**src/rtl/gpu_pkg.sv**
```systemverilog
// Shared types and constants for the GPU core scheduler slice.
package gpu_pkg;

    localparam int INSTR_W = 32;

    // An all-zero instruction word marks the end of a program.
    localparam logic [INSTR_W-1:0] END_OF_PROGRAM = '0;

    typedef enum logic [2:0] {
        IDLE,
        FETCH,
        EXECUTE,
        WRITEBACK,
        DONE
    } state_t;

endpackage

```
**src/rtl/gpu_thread_counter.sv**
```systemverilog
// Walks thread_id through 0..count-1 and flags the last thread of an instruction.
module gpu_thread_counter #(
    parameter int TID_W = 2,
    parameter int CNT_W = 3
) (
    input  logic             clk,
    input  logic             reset,
    input  logic             clear,
    input  logic             advance,
    input  logic [CNT_W-1:0] thread_count,
    output logic [TID_W-1:0] thread_id,
    output logic             last
);

    // NOTE: sequential state uses non-blocking assignments so every register
    // samples its inputs from before the clock edge.
    always_ff @(posedge clk or negedge reset) begin
        if (!reset) begin
            thread_id <= '0;
        end else if (clear) begin
            thread_id <= '0;
        end else if (advance) begin
            thread_id <= thread_id + TID_W'(1);
        end
    end

    assign last = (CNT_W'(thread_id) + CNT_W'(1)) == thread_count;

endmodule

```
**src/rtl/gpu_core_scheduler.sv**
```systemverilog
// Launch scheduler: fetches each instruction once and replays it across all
// threads of the launch (execute then writeback per thread) until end-of-program.
module gpu_core_scheduler
    import gpu_pkg::*;
#(
    parameter  int NUM_THREADS = 4,
    parameter  int PC_W        = 8,
    localparam int TID_W       = (NUM_THREADS > 1) ? $clog2(NUM_THREADS) : 1,
    localparam int CNT_W       = $clog2(NUM_THREADS) + 1
) (
    input  logic               clk,
    input  logic               reset,
    input  logic               start,
    input  logic [PC_W-1:0]    base_pc,
    input  logic [CNT_W-1:0]   thread_count,
    input  logic               abort,
    output logic               imem_req,
    output logic [PC_W-1:0]    imem_addr,
    input  logic               imem_valid,
    input  logic [INSTR_W-1:0] imem_rdata,
    output logic [INSTR_W-1:0] instr,
    output logic [TID_W-1:0]   thread_id,
    output logic               exec_valid,
    output logic               we,
    output logic               busy,
    output logic               done,
    output logic               error
);

    state_t             state, state_nxt;
    logic [PC_W-1:0]    pc_q;
    logic [INSTR_W-1:0] instr_q;
    logic [CNT_W-1:0]   tcount_q;
    logic               error_q;

    logic pc_load, pc_inc, instr_load, tc_load, err_set, err_clr;
    logic thread_clear, thread_adv, last_thread;
    logic count_ok;

    assign count_ok = (thread_count != '0) && (thread_count <= CNT_W'(NUM_THREADS));

    // NOTE: every signal driven here gets a default first, so no path through
    // the case statement can leave one unassigned and infer a latch.
    always_comb begin
        state_nxt    = state;
        pc_load      = 1'b0;
        pc_inc       = 1'b0;
        instr_load   = 1'b0;
        tc_load      = 1'b0;
        err_set      = 1'b0;
        err_clr      = 1'b0;
        thread_clear = 1'b0;
        thread_adv   = 1'b0;
        case (state)
            IDLE: begin
                if (start && !abort) begin
                    if (count_ok) begin
                        pc_load      = 1'b1;
                        tc_load      = 1'b1;
                        err_clr      = 1'b1;
                        thread_clear = 1'b1;
                        state_nxt    = FETCH;
                    end else begin
                        err_set   = 1'b1;
                        state_nxt = DONE;
                    end
                end
            end
            FETCH: begin
                if (abort) begin
                    state_nxt = DONE;
                end else if (imem_valid) begin
                    instr_load = 1'b1;
                    if (imem_rdata == END_OF_PROGRAM) begin
                        state_nxt = DONE;
                    end else begin
                        thread_clear = 1'b1;
                        state_nxt    = EXECUTE;
                    end
                end
            end
            EXECUTE: state_nxt = abort ? DONE : WRITEBACK;
            WRITEBACK: begin
                if (abort) begin
                    state_nxt = DONE;
                end else if (!last_thread) begin
                    thread_adv = 1'b1;
                    state_nxt  = EXECUTE;
                end else if (pc_q == '1) begin
                    // The program ran off the top of instruction memory.
                    err_set   = 1'b1;
                    state_nxt = DONE;
                end else begin
                    pc_inc    = 1'b1;
                    state_nxt = FETCH;
                end
            end
            DONE:    state_nxt = IDLE;
            default: state_nxt = IDLE;
        endcase
    end

    always_ff @(posedge clk or negedge reset) begin
        if (!reset) begin
            state    <= IDLE;
            pc_q     <= '0;
            instr_q  <= '0;
            tcount_q <= '0;
            error_q  <= 1'b0;
        end else begin
            state <= state_nxt;
            if (pc_load) begin
                pc_q <= base_pc;
            end else if (pc_inc) begin
                pc_q <= pc_q + PC_W'(1);
            end
            if (instr_load) instr_q  <= imem_rdata;
            if (tc_load)    tcount_q <= thread_count;
            if (err_set) begin
                error_q <= 1'b1;
            end else if (err_clr) begin
                error_q <= 1'b0;
            end
        end
    end

    gpu_thread_counter #(
        .TID_W(TID_W),
        .CNT_W(CNT_W)
    ) u_thread_counter (
        .clk         (clk),
        .reset       (reset),
        .clear       (thread_clear),
        .advance     (thread_adv),
        .thread_count(tcount_q),
        .thread_id   (thread_id),
        .last        (last_thread)
    );

    // Outputs decode straight from the state register, so reset clears them at once.
    assign imem_req   = (state == FETCH);
    assign imem_addr  = (state == FETCH) ? pc_q : '0;
    assign instr      = instr_q;
    assign exec_valid = (state == EXECUTE);
    assign we         = (state == WRITEBACK) && !abort;
    assign busy       = (state != IDLE);
    assign done       = (state == DONE);
    assign error      = error_q;

endmodule
```
**config.mk**
```make
export PLATFORM = sky130hd
export DESIGN_NAME = gpu_core_scheduler
export DESIGN_NICKNAME = d
export VERILOG_FILES = /design/src/rtl/gpu_pkg.sv /design/src/rtl/gpu_thread_counter.sv /design/src/rtl/gpu_core_scheduler.sv
export SDC_FILE = /design/constraint.sdc
export NUM_CORES = 1
export LEC_CHECK = 0
export CAP_MARGIN = 20
export CORE_MARGIN = 5
export CORE_UTILIZATION = 40
export DETAILED_ROUTE_END_ITERATION = 7
export GPL_TIMING_DRIVEN = 0
export MAX_ROUTING_LAYER = met4
export PLACE_DENSITY = 0.76
export SYNTH_ARGS = -nofsm -noshare
export SYNTH_HDL_FRONTEND = slang
export SYNTH_SLANG_ARGS = --single-unit
```
**constraint.sdc**
```tcl
create_clock -name clk -period 2.85 [get_ports clk]
set_input_delay 0.4275 -clock clk [delete_from_list [all_inputs] [get_ports clk]]
set_output_delay 0.4275 -clock clk [all_outputs]
set_load 0.01 [all_outputs]
```
==> metrics.yaml, run 1 <==
status: "finished, final reports clean"
dp_cells: 378
crit_arrival_ns: 2.11
crit_buf_inv: 3
cts_sinks: 49
crit_type: "flip-flop to output port"
hold_violations: 0
drtIter0Drc: 104
synth-adder-area-share_pct: 1.48
synth_top_family_by_area: "simple AND/OR/NAND/NOR gates"
antenna_left: 0
cts_tree: "done"
wl_per_cell_microns: 14.9
synth_top_area_share_pct: 51.8
synth.area.top_cells: "dfrtp_1, mux2_1, mux2_2"
place_congestion: 0.825
cts_buffers: 5
antenna_found_initial: 0
synth.avg_cell_area_sq_um: 11.4
antennaDiodeCount: 0
yosysUniqueCellTypes: 44
vdd_drop_max_mv: 0.523
final_area_sq_mm: 0.00356
first_global_vias: 2043
cts_setup_buffers: 0
nets: 359
leakage_nw: 1.46
grt_usage_pct: 16.7
drt-total-wl_mm: 5.75
clock_skew_ns: 0.00530
slew_headroom_pct: 53.2
powerDensity_mw_per_mm2: 921
final_core_util_pct: 60.8
vias: 1908
max_freq_mhz: 395
async_reset_ff_share_pct: 100
dpl_cell_area_sq_mm: 0.00343
cpMaxStageDelayCell: "clkdlybuf4s50_1"
io_buffers: 95
stdcell_count: 385
area.sequential_sq_mm: 0.00123
cp_top_family: "buffers and inverters"
grt-ovfl-total: 0
clkLatencyLatePin_ns: 0.30
dp_slack_ns: 0.301
die_x_microns: 86.9
worstSetupStartpointType: "flip-flop"
rsz0062_at_grt: "false"
setup_viol: 0
grt_max_degree: 39
htreeDepth: 2
max_cap_violations: 0
core-area_sq_mm: 0.00585
crit_fanout: 11
finalCritPeriodShare_pct: 88.9
ys_seq_area_share_pct: 51.8
ctsResizeCount: 0
yosys.area.top_type: "dfrtp_1"
synthesis.area_sq_mm: 0.00237
crit_chain: "buf_2, or3b_1, inv_2, and2_1, clkdlybuf4s50_1"
rows: 28
ys_ff_latch: 49
drt-vias-per-instance: 4.96
start_util_pct: 40.4
synth_edf_count: 0
tns_ns: 0
final-max-slew-violation-count: 0
root_buffer: "clkbuf_8"
syn_nets: 257
clk_pin_slew_worst_paths_ns: 0.10
fin_ws_ns: 0.315
synthMuxAreaShare_pct: 16.1
hp-class: "input pin to asynchronous set/reset pin"
first_pass_iters: 4
synth_cells: 207
fill_cells: 503
worst_pin_slew_ns: 0.700
synth_compound_area_share_pct: 4.92
clk_path_buf_depth: 2
hold_buffers: 0
area_delta_synth_final_pct: 50.4
period_minus_slack_ns: 2.53
max_stage_delay_ns: 0.53
dpl.hpwl_mm: 4.51
multiInputGateArea_sq_mm: 0.00108
grt_pass1_wl_mm: 9.76
synth_xor_area_share_pct: 4.07
die_h_microns: 86.9
cp.required_ns: 2.42
crit_path_end_kind: "output port"
synthFlopType: "dfrtp_1"
drc: 0
yosysWarnings: 0
io_pins: 96
drive_gt1_share_pct: 9.35
synthSimpleGateAreaFrac_pct: 19.3
die-area_sq_mm: 0.00755
cells in the mapped netlist (5+ instances only):
master	number
nand2_1	19
mux2_1	24
dfrtp_1	49
mux2_2	8
and2_1	9
nand3_1	6
nor4_1	9
xnor2_1	8
nor2_1	11
o21ai_1	5
nor3_1	6
clkbuf_1	5
stage by stage:
step	power (mW)	hold WS [ns]
floorplan	1.89	0.132
global placement	2.67	0.473
detailed placement	2.71	0.340
CTS	3.33	0.00441
global route	3.50	0.00978
finish	3.28	0.00466
layout make-up:
cell class	count	share of cell area, %
multi-input cells	147	30.5
clock inverters	3	1.93
well taps	75	2.64
plain buffers	8	1.23
inverters	2	0.211
repair buffers	96	27.1
flip-flops and latches	49	34.4
clock buffers	5	1.93
layout by cell type (no fill, tap or decap), drive strengths merged, types with 2 or more instances in the layout:
master         count
nand3              6
nand4              3
mux2i              2
nor2b              3
inv                3
nor4              11
a21oi              3
ha                 2
and2               9
bufinv             2
clkdlybuf4s50     94
buf                6
dfrtp             49
o31ai              3
o21ai              9
nor2              12
nand2             19
clkbuf             9
mux2              32
nor3               7
nand2b             2
xnor2              8
xor2               3
flip-flops by register name, summed over array words and instances, names as in the netlist:
register,count
instr,32
tcount_q,3
error,1
u_thread_counter.thread_id,2
pc_q,8
state,3
routing by layer:
metal	GRT usage [%]	vias up	share of wire, %
met1	21.0	905	43
met3	5.01	3	7.9
met2	27.1	64	48
met4	2.69	0	0.47
li1	-	936	-
met5	-	-	0
power breakdown:
group	internal [mW]	switching [mW]
logic	0.858	0.595
registers	1.01	0.216
clock network	0.353	0.242
total	2.23	1.05
kinds of logic (layout without fill, tap and decap cells):
| kind of cell | Yosys count | in the layout |
|---|---|---|
| simple gates | 80 | 80 |
| flops | 49 | 49 |
| mux | 34 | 34 |
| compound gates | 19 | 19 |
| xor+xnor | 11 | 11 |
| buf+inv | 11 | 114 |
| fa+ha+maj | 3 | 3 |
final timing paths:
| kind | from | to | slack (ns) | depth (start not counted) |
|---|---|---|---|---|
| setup / recovery | state[0] | imem_addr[2] | 0.32 | 5 |
| hold / removal | reset | pc_q[4] | 0.005 | 1 |
| min in group clk | instr[25] | instr[25] | 0.50 | 1 |
| max in group asynchronous | reset | u_thread_counter.thread_id[0] | 2.34 | 2 |
| setup reg to reg | state[0] | instr[0] | 0.60 | 6 |
| hold reg to reg | instr[25] | instr[25] | 0.50 | 1 |
Power figures use the tool's default switching activity.
==> run 2: changes to the inputs <==
--- a/config.mk
+++ b/config.mk
@@ -9,7 +9,6 @@
 export CORE_MARGIN = 5
 export CORE_UTILIZATION = 40
 export DETAILED_ROUTE_END_ITERATION = 7
-export GPL_TIMING_DRIVEN = 0
 export MAX_ROUTING_LAYER = met4
 export PLACE_DENSITY = 0.76
 export SYNTH_ARGS = -nofsm -noshare
==> constraint.sdc (replaced) <==
create_clock -name clk -period 2.45 [get_ports clk]
set_input_delay 0.3675 -clock clk [delete_from_list [all_inputs] [get_ports clk]]
set_output_delay 0.3675 -clock clk [all_outputs]
set_load 0.01 [all_outputs]
==> run 2 against run 1 <==
Global-route usage is 0.34 points lower. Sequential power up 18%. Cell area up 1.1%. Non-clock buffer count rose by 3. Combinational power up 19%. Hold slack better by 0.46 ns. Die area did not move. Via count grew 1.4%. Worst setup slack worse by 0.21 ns. Count of clock-buffer cells in the layout up 1. Sequential share of layout area down 0.26 points. Largest cell class unchanged.
==> metrics.yaml, run 2 (synthesis results as in run 1) <==
status: "finished, final reports clean"
start_util_pct: 40.4
rsz0062_at_grt: "false"
clkLatencyLatePin_ns: 0.30
place_congestion: 0.807
crit_arrival_ns: 1.98
die-area_sq_mm: 0.00755
root_buffer: "clkbuf_8"
nets: 363
area_delta_synth_final_pct: 52.0
drt-total-wl_mm: 5.85
clock_skew_ns: 0.00926
cp.required_ns: 2.08
dpl.hpwl_mm: 4.52
drt-vias-per-instance: 4.97
htreeDepth: 2
dp_cells: 376
vdd_drop_max_mv: 0.560
highest_layer: "met4"
max_cap_violations: 0
period_minus_slack_ns: 2.35
die_x_microns: 86.9
crit_type: "flip-flop to output port"
crit_path_end_kind: "output port"
hold_violations: 0
leakage_nw: 1.47
first_global_vias: 1993
die_h_microns: 86.9
mostFrequentLayoutCell: "clkdlybuf4s50_1"
largest_reg_flops: 32
setup_viol: 0
grt_pass1_wl_mm: 9.38
drc: 0
core-area_sq_mm: 0.00585
grt-ovfl-total: 0
powerDensity_mw_per_mm2: 1050
wl_met1_mm: 2.49
cts_tree: "done"
io_buffers: 95
worstSetupStartpointType: "flip-flop"
antenna_left: 0
max_freq_mhz: 426
wl_met2_mm: 2.87
cts_buffers: 5
drive_gt1_share_pct: 12.7
cts_sinks: 49
clk_pin_slew_worst_paths_ns: 0.09
hp-class: "input pin to asynchronous set/reset pin"
grt_max_degree: 34
tns_ns: 0
first_pass_iters: 4
clk_path_buf_depth: 2
final-max-slew-violation-count: 0
slew_headroom_pct: 71.4
stdcell_count: 389
most-common-layout-cells: "clkdlybuf4s50_1, dfrtp_1, mux2_1"
drtIter0Drc: 100
route.met3.wl_microns: 438
wl_per_cell_microns: 15.0
antennaDiodeCount: 0
finalCritPeriodShare_pct: 95.7
antenna_found_initial: 0
worst_pin_slew_ns: 0.427
fill_cells: 496
crit_fanout: 8
rows: 28
vias: 1935
grt_usage_pct: 16.3
io_pins: 96
==> run 2: changes by cell type in the layout (fill, tap and decap cells not counted), sizes merged <==
cell / before / now
dlygate4sd3: 0 / 1
inv: 3 / 2
clkinvlp: 0 / 2
buf: 6 / 12
bufinv: 2 / 1
clkbuf: 9 / 6
==> run 2: path summary, 6_finish.rpt <==
kind,start,endpoint,slack [ns],cells past startpoint
min in group clk,instr[13],instr[13],0.50,1
max in group asynchronous,reset,state[0],1.38,3
hold reg to reg,instr[13],instr[13],0.50,1
setup reg to reg,u_thread_counter.thread_id[0],pc_q[7],0.26,7
hold / removal,reset,pc_q[4],0.46,2
setup / recovery,state[2],imem_addr[2],0.10,4
==> run 2: report_power, final <==
part           switching [mW]  internal [mW]  total, mW
Clock                   0.269          0.332      0.601
Sequential              0.265           1.18       1.45
Combinational           0.695           1.03       1.73
Total                    1.23           2.55       3.78
==> run 2: what timing repair did <==
action | CTS | global route
setup endpoints to repair | 8 | 8
buffers inserted | 1 | 2
cloned | 1 | 0
pin swaps | 0 | 0
hold buffers | 1 | 0
resized for setup | 3 | 2
hold endpoints to repair | 9 | 0
==> run 2: critical path, cell delays in order, from the launching register on <==
cell             delay, ns
dfrtp_2               0.46
or3b_4                0.43
clkinvlp_4            0.13
and2_1                0.13
clkdlybuf4s50_1       0.53
==> run 2: per-layer routing <==
layer | global-route usage [%] | up-vias
met5 | - | -
met4 | 2.97 | 0
met3 | 5.30 | 5
met2 | 26.2 | 62
met1 | 20.5 | 919
li1 | - | 949
==> run 2: cell type report <==
class | count | area [sq um] | share of cell area [%]
clock inverters | 2 | 37.5 | 1.04
clock buffers | 6 | 82.6 | 2.30
repair inverters | 1 | 7.51 | 0.209
well taps | 75 | 93.8 | 2.61
inverters | 2 | 7.51 | 0.209
repair buffers | 107 | 1050 | 29.2
multi-input cells | 147 | 1090 | 30.2
flip-flops and latches | 49 | 1230 | 34.2
==> run 2: stage by stage <==
step	cell area, sq um	worst slack, ns	hold slack (ns)	util [%]	power [mW]
final	3600	0.104	0.461	61.5	3.78
after global routing	3600	0.00838	0.469	61.5	4.04
after CTS	3580	0.0520	0.453	61.2	3.81
after detailed placement	3430	0.100	0.253	58.6	3.16
after floorplan	2370	0.321	0.0719	-	2.20
after global placement	3430	0.160	0.252	58.6	3.12
==> run 3: changes to the inputs <==
--- a/config.mk
+++ b/config.mk
@@ -6,11 +6,11 @@
 export NUM_CORES = 1
 export LEC_CHECK = 0
 export CAP_MARGIN = 20
-export CORE_MARGIN = 5
 export CORE_UTILIZATION = 40
 export DETAILED_ROUTE_END_ITERATION = 7
+export DONT_BUFFER_PORTS = 1
 export MAX_ROUTING_LAYER = met4
-export PLACE_DENSITY = 0.76
+export PLACE_DENSITY = 0.55
 export SYNTH_ARGS = -nofsm -noshare
 export SYNTH_HDL_FRONTEND = slang
 export SYNTH_SLANG_ARGS = --single-unit
==> run 3 against run 2 <==
Power decreased by 24%. Utilization decreased by 16 points. Die area decreased by 18%. Sequential share of layout area increased by 13 points. Worst setup slack improved by 0.17 ns. Clock skew decreased by 0.0041 ns.
==> metrics.yaml, run 3 (synthesis results as in run 1) <==
status: "finished, final reports clean"
crit_chain: "ha_1, xor2_1, or4b_4, nor3_1, xnor2_1, a21oi_1"
crit_path_end_kind: "flip-flop"
use_met2_pct: 29.6
slew_headroom_pct: 71.5
cp.depth: 6
die-area_sq_mm: 0.00623
antenna_found_initial: 0
most-common-layout-cells: "dfrtp_1, mux2_1, nand2_1"
io_buffers: 0
nets: 262
finalCritPeriodShare_pct: 88.9
grt_max_degree: 50
clkPwrFrac_pct: 15.7
grt_usage_pct: 17.1
drc: 0
first_pass_iters: 4
multiInputGateArea_sq_mm: 0.00109
cts_buffers: 5
fill_cells: 551
htreeDepth: 2
hp-class: "input pin to flip-flop"
io_pins: 96
drive_gt1_share_pct: 13.6
p_sw_share_pct: 38.1
die_h_microns: 78.9
root_buffer: "clkbuf_8"
cp-endpoint: "pc_q[3]"
startpoint: "u_thread_counter.thread_id[1]"
cts_setup_buffers: 0
pwr-share-seq_pct: 56.3
drt-total-wl_mm: 4.94
wl_per_cell_microns: 17.3
largest_reg_flops: 32
cpMaxStageDelayCell: "or4b_4"
switchingPower_mw: 1.10
worst_pin_slew_ns: 0.427
die_x_microns: 78.9
clk_path_buf_depth: 2
hold_violations: 0
crit_type: "flip-flop to flip-flop"
drt-vias-per-instance: 5.54
cp_top_family: "simple AND/OR/NAND/NOR gates"
final_core_util_pct: 45.9
worstRegToRegCells: 6
powerDensity_mw_per_mm2: 1120
dpl.hpwl_mm: 3.81
design_power_total_mw: 2.87
drtIter0Drc: 33
mostFrequentLayoutCell: "dfrtp_1"
final-max-slew-violation-count: 0
tns_ns: 0
cp.required_ns: 2.62
core-area_sq_mm: 0.00561
grt-ovfl-total: 0
leakage_nw: 1.08
vdd_drop_max_mv: 0.534
grtUsageMet1_pct: 19.4
worstSetupStartpointType: "flip-flop"
start_util_pct: 42.2
first_global_vias: 1709
antennaDiodeCount: 0
period_minus_slack_ns: 2.18
max_freq_mhz: 459
crit_fanout: 9
vias: 1580
area_delta_synth_final_pct: 8.88
gr-usage-met3_pct: 4.71
clock_skew_ns: 0.00518
rsz0062_at_grt: "false"
cts_sinks: 49
antenna_left: 0
max_stage_delay_ns: 0.58
grt_busiest_layer: "met2"
comb_power_share_pct: 28.0
r2r_slack_ns: 0.27
r2r_end: "pc_q[3]"
grt_pass1_wl_mm: 8.00
p_int_mw: 1.78
area.sequential_sq_mm: 0.00123
crit_arrival_ns: 2.35
crit_buf_inv: 0
place_congestion: 0.861
clkLatencyLatePin_ns: 0.29
setup_viol: 0
rows: 27
max_cap_violations: 0
cts_tree: "done"
clk_pin_slew_worst_paths_ns: 0.08
r2r-start: "u_thread_counter.thread_id[1]"
run 3: changes by cell type in the layout (fill, tap and decap cells not counted), moves of 2 or more:
cell and delta:
clkdlybuf4s50_1 -94, buf_4 -5, dfrtp_1 +3, dfrtp_2 -3
clkbuf_1 +2
run 3: layout make-up:
type,count,area share (%)
tap,72,3.50
sequential,49,47.6
inverter,2,0.291
multi-input combinational,147,42.4
timing repair buffer,7,2.91
clock buffer,7,2.96
clock inverter,1,0.291
run 3: worst min-delay path by stage:
stage	endpoint	slack (ns)	cells past startpoint	startpoint
after CTS	state[0]	0.15	1	imem_valid
final	state[0]	0.16	1	imem_valid
after floorplan	error	0.07	0	reset
after global routing	state[0]	0.16	1	imem_valid
after global placement	state[0]	0.07	0	reset
after detailed placement	state[0]	0.07	0	reset
run 3: power by group through the flow:
stage / logic, mW / registers, mW / clock network, mW
6_report: 0.804 / 1.62 / 0.451
5_1_grt: 0.902 / 1.67 / 0.499
4_1_cts: 0.818 / 1.63 / 0.469
3_5_place_dp: 0.793 / 1.64 / 0
3_3_place_gp: 0.745 / 1.62 / 0
2_1_floorplan: 0.666 / 1.53 / 0
run 3: metrics by stage:
stage               setup WS, ns  hold WS (ns)  std cells  area [sq um]
floorplan                  0.321        0.0719        207          2370
global placement           0.191        0.0730        275          2450
detailed placement         0.109        0.0731        275          2450
CTS                       0.0995         0.152        285          2570
global route               0.157         0.157        285          2580
finish                     0.272         0.159        285          2580
run 3: what timing repair did:
action / CTS / global route
endpoints found under the setup margin: 0 / 1
hold buffers: 2 / 0
resized for setup: 0 / 1
hold endpoints to repair: 49 / 0
run 3: routing by layer:
layer  part of all wire, %  routed length (microns)  up-vias
met5                     0                        0        -
met4                  0.97                       48        0
met1                    40                     1960      766
li1                      -                        -      744
met2                    52                     2540       65
met3                   7.8                      383        5
